### src/rtl/ex_pkg.sv
// ex_pkg: shared types for the execute stage.
// Op-code enum, control-bundle bit positions, muldiv FSM states and
// small op-classification helpers.
package ex_pkg;

    typedef enum logic [3:0] {
        ADD   = 4'd0,
        SUB   = 4'd1,
        AND   = 4'd2,
        OR    = 4'd3,
        XOR   = 4'd4,
        SLL   = 4'd5,
        SRL   = 4'd6,
        SRA   = 4'd7,
        SLT   = 4'd8,
        SLTU  = 4'd9,
        MUL   = 4'd10,
        MULHU = 4'd11,
        DIVU  = 4'd12,
        REMU  = 4'd13
    } ex_op_t;

    // Bit positions inside the 3-bit control bundle {MemWrite, MemtoReg, RegWrite}.
    localparam int CON_MEMWRITE = 2;
    localparam int CON_MEMTOREG = 1;
    localparam int CON_REGWRITE = 0;

    typedef enum logic [1:0] {
        MD_IDLE = 2'd0,
        MD_RUN  = 2'd1,
        MD_DONE = 2'd2
    } md_state_t;

    // Ops that complete in the single-cycle ALU.
    function automatic logic is_alu_op(input logic [3:0] op);
        return op <= 4'(SLTU);
    endfunction

    // Ops handled by the iterative multiply/divide unit.
    function automatic logic is_muldiv_op(input logic [3:0] op);
        return (op == 4'(MUL)) || (op == 4'(MULHU)) ||
               (op == 4'(DIVU)) || (op == 4'(REMU));
    endfunction

endpackage

### src/rtl/ex_muldiv.sv
// ex_muldiv: iterative unsigned multiply (shift-add) and restoring divide,
// one bit per cycle. A single 2*BW accumulator serves both:
//   multiply: {product_hi, product_lo}, multiplier consumed from bit 0
//   divide:   {remainder, quotient}, dividend shifted out of the top of lo
// done is asserted combinationally during the last RUN cycle and result is
// the value the accumulator takes at that edge, so the caller can register
// the result on the same edge the FSM enters DONE.
// Divide by zero falls out of the restoring algorithm naturally:
// every step "subtracts" 0, giving an all-ones quotient and remainder = dividend.
module ex_muldiv
    import ex_pkg::*;
#(
    parameter int BW = 32
) (
    input  logic            clk,
    input  logic            rst,
    input  logic            start,
    input  logic [3:0]      op,
    input  logic [BW-1:0]   src_a,
    input  logic [BW-1:0]   src_b,
    input  logic [BW-1:0]   wdata_in,
    input  logic [2:0]      con_in,
    input  logic [4:0]      rd_in,
    output logic            busy,
    output logic            done,
    output logic [BW-1:0]   result,
    output logic [BW-1:0]   wdata_out,
    output logic [2:0]      con_out,
    output logic [4:0]      rd_out,
    output md_state_t       state
);

    localparam int CW = $clog2(BW);

    logic [CW-1:0]   cnt;
    logic [2*BW-1:0] acc;
    logic [2*BW-1:0] acc_nxt;
    logic [BW-1:0]   opnd;
    logic [3:0]      op_q;
    logic [BW:0]     mul_sum;
    logic [BW:0]     div_sh;
    logic [BW-1:0]   div_diff;
    logic            div_ge;
    logic            run_mul;

    // One iteration of shift-add multiply or restoring divide.
    always_comb begin
        run_mul  = (op_q == 4'(MUL)) || (op_q == 4'(MULHU));
        mul_sum  = {1'b0, acc[2*BW-1:BW]} + (acc[0] ? {1'b0, opnd} : {(BW+1){1'b0}});
        div_sh   = {acc[2*BW-1:BW], acc[BW-1]};
        div_ge   = div_sh >= {1'b0, opnd};
        div_diff = div_sh[BW-1:0] - opnd;
        if (run_mul) begin
            acc_nxt = {mul_sum, acc[BW-1:1]};
        end else begin
            acc_nxt = {(div_ge ? div_diff : div_sh[BW-1:0]), acc[BW-2:0], div_ge};
        end
    end

    // Handshake and result selection.
    always_comb begin
        busy   = (state == MD_RUN);
        done   = (state == MD_RUN) && (cnt == CW'(BW-1));
        result = ((op_q == 4'(MUL)) || (op_q == 4'(DIVU))) ? acc_nxt[BW-1:0]
                                                          : acc_nxt[2*BW-1:BW];
    end

    // FSM: IDLE/DONE accept a start, RUN iterates BW times then enters DONE.
    always_ff @(posedge clk) begin
        if (rst) begin
            state     <= MD_IDLE;
            cnt       <= '0;
            acc       <= '0;
            opnd      <= '0;
            op_q      <= '0;
            wdata_out <= '0;
            con_out   <= '0;
            rd_out    <= '0;
        end else begin
            case (state)
                MD_RUN: begin
                    acc <= acc_nxt;
                    cnt <= cnt + CW'(1);
                    if (done) begin
                        state <= MD_DONE;
                    end
                end
                default: begin
                    if (start) begin
                        state     <= MD_RUN;
                        cnt       <= '0;
                        op_q      <= op;
                        wdata_out <= wdata_in;
                        con_out   <= con_in;
                        rd_out    <= rd_in;
                        if ((op == 4'(MUL)) || (op == 4'(MULHU))) begin
                            acc  <= {{BW{1'b0}}, src_b};
                            opnd <= src_a;
                        end else begin
                            acc  <= {{BW{1'b0}}, src_a};
                            opnd <= src_b;
                        end
                    end else begin
                        state <= MD_IDLE;
                    end
                end
            endcase
        end
    end

endmodule

### src/rtl/execute_stage.sv
// execute_stage: registers one ALU result per accepted instruction and
// forwards store data, control bundle and rd to the memory-access stage.
// Macro EX_MULDIV_EN: when defined, MUL/MULHU/DIVU/REMU run on ex_muldiv and
// stall the front of the pipe; when undefined they are unknown ops and
// in_ready is tied high.
// Handshake: an instruction is taken on a rising edge where in_valid && in_ready;
// out_valid marks the one cycle in which the outputs carry a real instruction,
// otherwise the stage shows a bubble (con_out = 0, rd_out = 0, data held).
module execute_stage
    import ex_pkg::*;
#(
    parameter int BW  = 32,
    parameter int SHW = $clog2(BW)
) (
    input  logic            clk,
    input  logic            rst,
    input  logic            in_valid,
    output logic            in_ready,
    input  logic [3:0]      op,
    input  logic [BW-1:0]   src_a,
    input  logic [BW-1:0]   src_b,
    input  logic [BW-1:0]   imm,
    input  logic            use_imm,
    input  logic [2:0]      con_in,
    input  logic [4:0]      rd_in,
    output logic            out_valid,
    output logic [BW-1:0]   alu_out,
    output logic [BW-1:0]   WriteData,
    output logic [2:0]      con_out,
    output logic [4:0]      rd_out
);

    logic [BW-1:0]  op_b;
    logic [SHW-1:0] shamt;
    logic [BW-1:0]  alu_res;
    logic           accept;
    logic           md_op;
    logic           md_done;
    logic [BW-1:0]  md_result;
    logic [BW-1:0]  md_wdata;
    logic [2:0]     md_con;
    logic [4:0]     md_rd;

    // Single-cycle ALU; anything not recognised yields 0.
    always_comb begin
        op_b    = use_imm ? imm : src_b;
        shamt   = op_b[SHW-1:0];
        alu_res = '0;
        case (op)
            4'(ADD):  alu_res = src_a + op_b;
            4'(SUB):  alu_res = src_a - op_b;
            4'(AND):  alu_res = src_a & op_b;
            4'(OR):   alu_res = src_a | op_b;
            4'(XOR):  alu_res = src_a ^ op_b;
            4'(SLL):  alu_res = src_a << shamt;
            4'(SRL):  alu_res = src_a >> shamt;
            4'(SRA):  alu_res = $signed(src_a) >>> shamt;
            4'(SLT):  alu_res = {{(BW-1){1'b0}}, $signed(src_a) < $signed(op_b)};
            4'(SLTU): alu_res = {{(BW-1){1'b0}}, src_a < op_b};
            default:  alu_res = '0;
        endcase
    end

`ifdef EX_MULDIV_EN
    logic      md_busy;
    md_state_t md_state;

    assign md_op    = is_muldiv_op(op);
    assign in_ready = ~md_busy;

    ex_muldiv #(.BW(BW)) u_muldiv (
        .clk       (clk),
        .rst       (rst),
        .start     (accept && md_op),
        .op        (op),
        .src_a     (src_a),
        .src_b     (op_b),
        .wdata_in  (src_b),
        .con_in    (con_in),
        .rd_in     (rd_in),
        .busy      (md_busy),
        .done      (md_done),
        .result    (md_result),
        .wdata_out (md_wdata),
        .con_out   (md_con),
        .rd_out    (md_rd),
        .state     (md_state)
    );
`else
    assign md_op     = 1'b0;
    assign in_ready  = 1'b1;
    assign md_done   = 1'b0;
    assign md_result = '0;
    assign md_wdata  = '0;
    assign md_con    = '0;
    assign md_rd     = '0;
`endif

    assign accept = in_valid && in_ready;

    // Output register: muldiv completion, single-cycle result, or bubble.
    always_ff @(posedge clk) begin
        if (rst) begin
            out_valid <= 1'b0;
            alu_out   <= '0;
            WriteData <= '0;
            con_out   <= '0;
            rd_out    <= '0;
        end else if (md_done) begin
            out_valid <= 1'b1;
            alu_out   <= md_result;
            WriteData <= md_wdata;
            con_out   <= md_con;
            rd_out    <= md_rd;
        end else if (accept && !md_op) begin
            out_valid <= 1'b1;
            alu_out   <= alu_res;
            WriteData <= src_b;
            con_out   <= is_alu_op(op) ? con_in : 3'b000;
            rd_out    <= rd_in;
        end else begin
            out_valid <= 1'b0;
            con_out   <= '0;
            rd_out    <= '0;
        end
    end

endmodule

### config.mk
export PLATFORM = sky130hd
export DESIGN_NAME = execute_stage
export DESIGN_NICKNAME = d
export VERILOG_FILES = /design/src/rtl/ex_pkg.sv /design/src/rtl/ex_muldiv.sv /design/src/rtl/execute_stage.sv
export SDC_FILE = /design/constraint.sdc
export NUM_CORES = 1
export LEC_CHECK = 0
export BUFFER_PORTS_ARGS = -buffer_cell sky130_fd_sc_hd__buf_2
export CORE_MARGIN = 2
export CORE_UTILIZATION = 57
export DETAILED_ROUTE_END_ITERATION = 16
export GPL_TIMING_DRIVEN = 1
export PLACE_DENSITY_LB_ADDON = 0.15
export SYNTH_ARGS = -nofsm -noshare
export SYNTH_HDL_FRONTEND = slang
export SYNTH_SLANG_ARGS = --single-unit
### constraint.sdc
create_clock -name clk -period 5.25 [get_ports clk]
set_clock_uncertainty 0.05 [all_clocks]
set_input_delay 0.7875 -clock clk [delete_from_list [all_inputs] [get_ports clk]]
set_output_delay 0.7875 -clock clk [all_outputs]
set_load 0.05 [all_outputs]
==> impl_metrics.xml <==
<?xml version="1.0" encoding="UTF-8"?>
<metrics>
  <group name="timing">
    <metric name="setup-violations-final" unit="">0</metric>
    <metric name="worst-slew-pin-transition" unit="ns">1.00</metric>
    <metric name="grt_setup_unrepaired" unit="">false</metric>
    <metric name="tns" unit="ns">0</metric>
    <metric name="finalMaxSlewViolations" unit="">0</metric>
    <metric name="max_slew_margin" unit="">0.325</metric>
    <metric name="final_min_period_over_clock_period" unit="">0.860</metric>
    <metric name="final.min_clock_period" unit="ns">4.52</metric>
    <metric name="report.final.hold_viol_count" unit="">0</metric>
    <metric name="maxClockFrequency" unit="MHz">221</metric>
  </group>
  <group name="cts">
    <metric name="root_buffer" unit="">clkbuf_16</metric>
    <metric name="buffers_from_clock_root_to_sink_at_most" unit="">2</metric>
    <metric name="clock_insertion_delay_worst_skew" unit="ns">0.35</metric>
    <metric name="postCtsSetupRepairBufs" unit="">0</metric>
    <metric name="cts_num_sinks" unit="">73</metric>
    <metric name="cts-htree-levels" unit="">3</metric>
    <metric name="hold_fix_buffers_cts" unit="">0</metric>
    <metric name="clkSlewWorstSetupHoldPaths" unit="ns">0.07</metric>
    <metric name="post_cts_resize_count" unit="">0</metric>
    <metric name="cts-buffers-inserted" unit="">9</metric>
    <metric name="clock_tree_from_tritoncts" unit="">done</metric>
  </group>
  <group name="critical_path">
    <metric name="path_cells" unit="">buf_2 -&gt; buf_12 -&gt; mux2i_1 -&gt; ha_1 -&gt; and3_1 -&gt; a221o_1 -&gt; a31oi_1 -&gt; o31ai_4 -&gt; a311oi_1 -&gt; o22ai_1 -&gt; o21ai_0 -&gt; nand3_1 -&gt; a22o_1</metric>
    <metric name="cp_max_fo" unit="">31</metric>
    <metric name="cp_peak_stage_delay" unit="ns">0.48</metric>
    <metric name="path_buf_inv" unit="">2</metric>
    <metric name="worstSetupEndpointType" unit="">register</metric>
    <metric name="kind_of_cell_with_the_highest_combined_delay_on_the_critical_path" unit="">compound AO/OA/AOI/OAI gates</metric>
    <metric name="setup.worst_path.class" unit="">primary input to register</metric>
    <metric name="slowest_stage" unit="">a311oi_1</metric>
    <metric name="cp.arrival" unit="ns">4.72</metric>
    <metric name="setup.worst_path.start_class" unit="">primary input</metric>
    <metric name="crit_required" unit="ns">5.46</metric>
  </group>
  <group name="yosys">
    <metric name="number_of_flops_mapped_to_enable_cells_by_yosys" unit="">0</metric>
    <metric name="synth.largest_area_cell" unit="">mux2i_1</metric>
    <metric name="synthesis.area_per_instance" unit="um2">7.28</metric>
    <metric name="synthesis.instances" unit="">1647</metric>
    <metric name="register_bit_total_from_synthesis" unit="">73</metric>
    <metric name="synthArstFlopShare" unit="">0</metric>
    <metric name="yosysMostFrequentCell" unit="">nor2_1</metric>
    <metric name="synth_cell_types" unit="">89</metric>
    <metric name="yosys.area.top_type_share" unit="">0.129</metric>
    <metric name="synth-seq-area-share" unit="">0.122</metric>
    <metric name="synth-main-ff-cell" unit="">dfxtp_1</metric>
    <metric name="leading_post_synthesis_cells_by_instance_count" unit="">173 x nor2_1, 172 x nand2_1, 155 x mux2i_1, 134 x a21oi_1, 99 x ha_1</metric>
    <metric name="ys_top_cells_by_area" unit="">mux2i_1 13%, dfxtp_1 12%, ha_1 10%</metric>
    <metric name="mappedNetlistArea" unit="mm2">0.0120</metric>
    <metric name="number_of_warnings_issued_by_yosys" unit="">0</metric>
    <metric name="synth_fp_nets" unit="">1860</metric>
  </group>
  <group name="pwr">
    <metric name="power.density_cell_area" unit="mW/mm2">222</metric>
    <metric name="seq_power_share" unit="">0.207</metric>
    <metric name="vdd_ir_drop_max" unit="mV">0.199</metric>
    <metric name="power_switching" unit="mW">1.44</metric>
    <metric name="cellInternalPower" unit="mW">1.53</metric>
    <metric name="power_frac_comb" unit="">0.551</metric>
    <metric name="power.share.switching" unit="">0.485</metric>
    <metric name="leakagePower" unit="nW">6.06</metric>
    <metric name="clockPowerShare" unit="">0.242</metric>
  </group>
  <group name="finish">
    <metric name="insertedDiodeCount" unit="">0</metric>
    <metric name="nNetsFinal" unit="">1978</metric>
    <metric name="multi_input_comb_area" unit="mm2">0.00961</metric>
    <metric name="final_layout_size_suffix_gt1_frac" unit="">0.170</metric>
    <metric name="final_cells" unit="">2045</metric>
    <metric name="number_of_fill_cells" unit="">1887</metric>
    <metric name="synthToLayoutAreaGrowth" unit="%">11.7</metric>
    <metric name="final-seq-area" unit="mm2">0.00146</metric>
  </group>
  <group name="drt">
    <metric name="avgRoutedWirePerCell" unit="um">27.1</metric>
    <metric name="drcViolationCount" unit="">0</metric>
    <metric name="postRouteAntennaNets" unit="">0</metric>
    <metric name="dr_vias_cell" unit="">7.18</metric>
    <metric name="vias" unit="">14700</metric>
    <metric name="dr.first_iter.drc_count" unit="">2364</metric>
    <metric name="drt_pre_antenna_iters" unit="">7</metric>
    <metric name="postRouteWirelength" unit="mm">55.3</metric>
  </group>
  <group name="global_routing">
    <metric name="grt-ovfl-total" unit="">0</metric>
    <metric name="grt_pass1_wl" unit="mm">82.1</metric>
    <metric name="antenna_found_initial" unit="">3</metric>
    <metric name="grtUsageTotal" unit="">0.483</metric>
    <metric name="via_count_of_the_first_global_routing_pass" unit="">13600</metric>
    <metric name="grt_max_degree" unit="">55</metric>
  </group>
  <group name="outcome">
    <metric name="run_status" unit="">completed</metric>
  </group>
  <group name="floorplanning">
    <metric name="design.die.area" unit="mm2">0.0222</metric>
    <metric name="initial_utilization" unit="">0.576</metric>
    <metric name="die_w" unit="um">149</metric>
    <metric name="core" unit="mm2">0.0208</metric>
    <metric name="num_rows" unit="">53</metric>
    <metric name="floorplan.die.height" unit="um">149</metric>
    <metric name="number_of_ports_placed_on_the_die_boundary" unit="">186</metric>
  </group>
  <group name="placed_design">
    <metric name="placement.io_buffers" unit="">184</metric>
    <metric name="dpl.cell_count" unit="">2029</metric>
    <metric name="post_dp_hpwl" unit="mm">42.6</metric>
    <metric name="gp_congestion" unit="">1.07</metric>
  </group>
  <group name="worst_hold_path">
    <metric name="tightest_hold_check_type" unit="">register to register</metric>
  </group>
  <group name="run">
    <metric name="cap_viol_max_count" unit="">0</metric>
  </group>
</metrics>
-- layout by cell type, fill, tap and decap left out, types with 33 or more instances in the layout --
cell type    n
ha_1        99
nand3_1     42
inv_1       94
nand2_1    172
o21ai_0     98
nor2_1     172
a21oi_1    134
o211ai_1    40
buf_2      184
nor3_1      33
buf_4       40
mux2i_1    155
dfxtp_1     73
-- through the flow --
stage | utilization | instance area, um2 | hold slack (ns) | setup slack [ns] | total power, mW
2_1_floorplan | - | 12000 | 0.611 | 0.781 | 1.69
5_1_grt | 0.643 | 13400 | 0.423 | 0.549 | 3.07
6_report | 0.643 | 13400 | 0.411 | 0.734 | 2.97
3_5_place_dp | 0.627 | 13100 | 0.394 | 0.597 | 2.18
4_1_cts | 0.643 | 13400 | 0.409 | 0.950 | 2.89
3_3_place_gp | 0.627 | 13100 | 0.385 | 0.645 | 2.17
-- final cells by class --
cell class | instances | area share
Tap cell | 275 | 0.0257
Clock inverter | 7 | 0.00766
Sequential cell | 73 | 0.109
Multi-Input combinational cell | 1356 | 0.718
Inverter | 99 | 0.0283
Timing Repair Buffer | 226 | 0.0942
Clock buffer | 9 | 0.0168
-- per-layer routing --
| layer | share of wire | global-route usage |
|---|---|---|
| met2 | 0.41 | 0.697 |
| met5 | 0.00047 | 0 |
| met1 | 0.39 | 0.659 |
| met3 | 0.15 | 0.159 |
| met4 | 0.051 | 0.206 |
-- sequential cells by signal, summed over array words and instances, names as in the netlist --
signal     flops
out_valid      1
WriteData     32
alu_out       32
con_out        3
rd_out         5
-- cells by family (layout without fill, tap and decap cells) --
family,count (synthesis),after routing,synth area share
compound gates,530,530,0.296
simple gates,522,522,0.196
buf+inv,218,341,0.0782
mux,189,189,0.191
fa+ha+maj,101,101,0.107
flops,73,73,0.122
xor+xnor,13,13,0.00950
other cells,1,1,0.000313
-- tightest hold or removal path, stage by stage, from the launching register on --
cell     delay (ns)
dfxtp_1        0.33
nand2_1        0.05
nand3_1        0.06
-- power groups by stage --
stage / combinational [mW] / sequential, mW / clock (mW)
after floorplan: 0.949 / 0.744 / 0
after global placement: 1.54 / 0.626 / 0
after detailed placement: 1.55 / 0.626 / 0
after CTS: 1.56 / 0.614 / 0.713
after global routing: 1.71 / 0.618 / 0.736
final: 1.63 / 0.616 / 0.718
-- worst paths after layout --
check / start / to / slack, ns / cells after the start
min reg2reg: alu_out[25] / alu_out[25] / 0.41 / 2
max: use_imm / alu_out[20] / 0.73 / 13
min: alu_out[25] / alu_out[25] / 0.41 / 2
max reg2reg: alu_out[19] / alu_out[19] / 3.67 / 5
No activity file was read; power rests on OpenSTA's default activity.
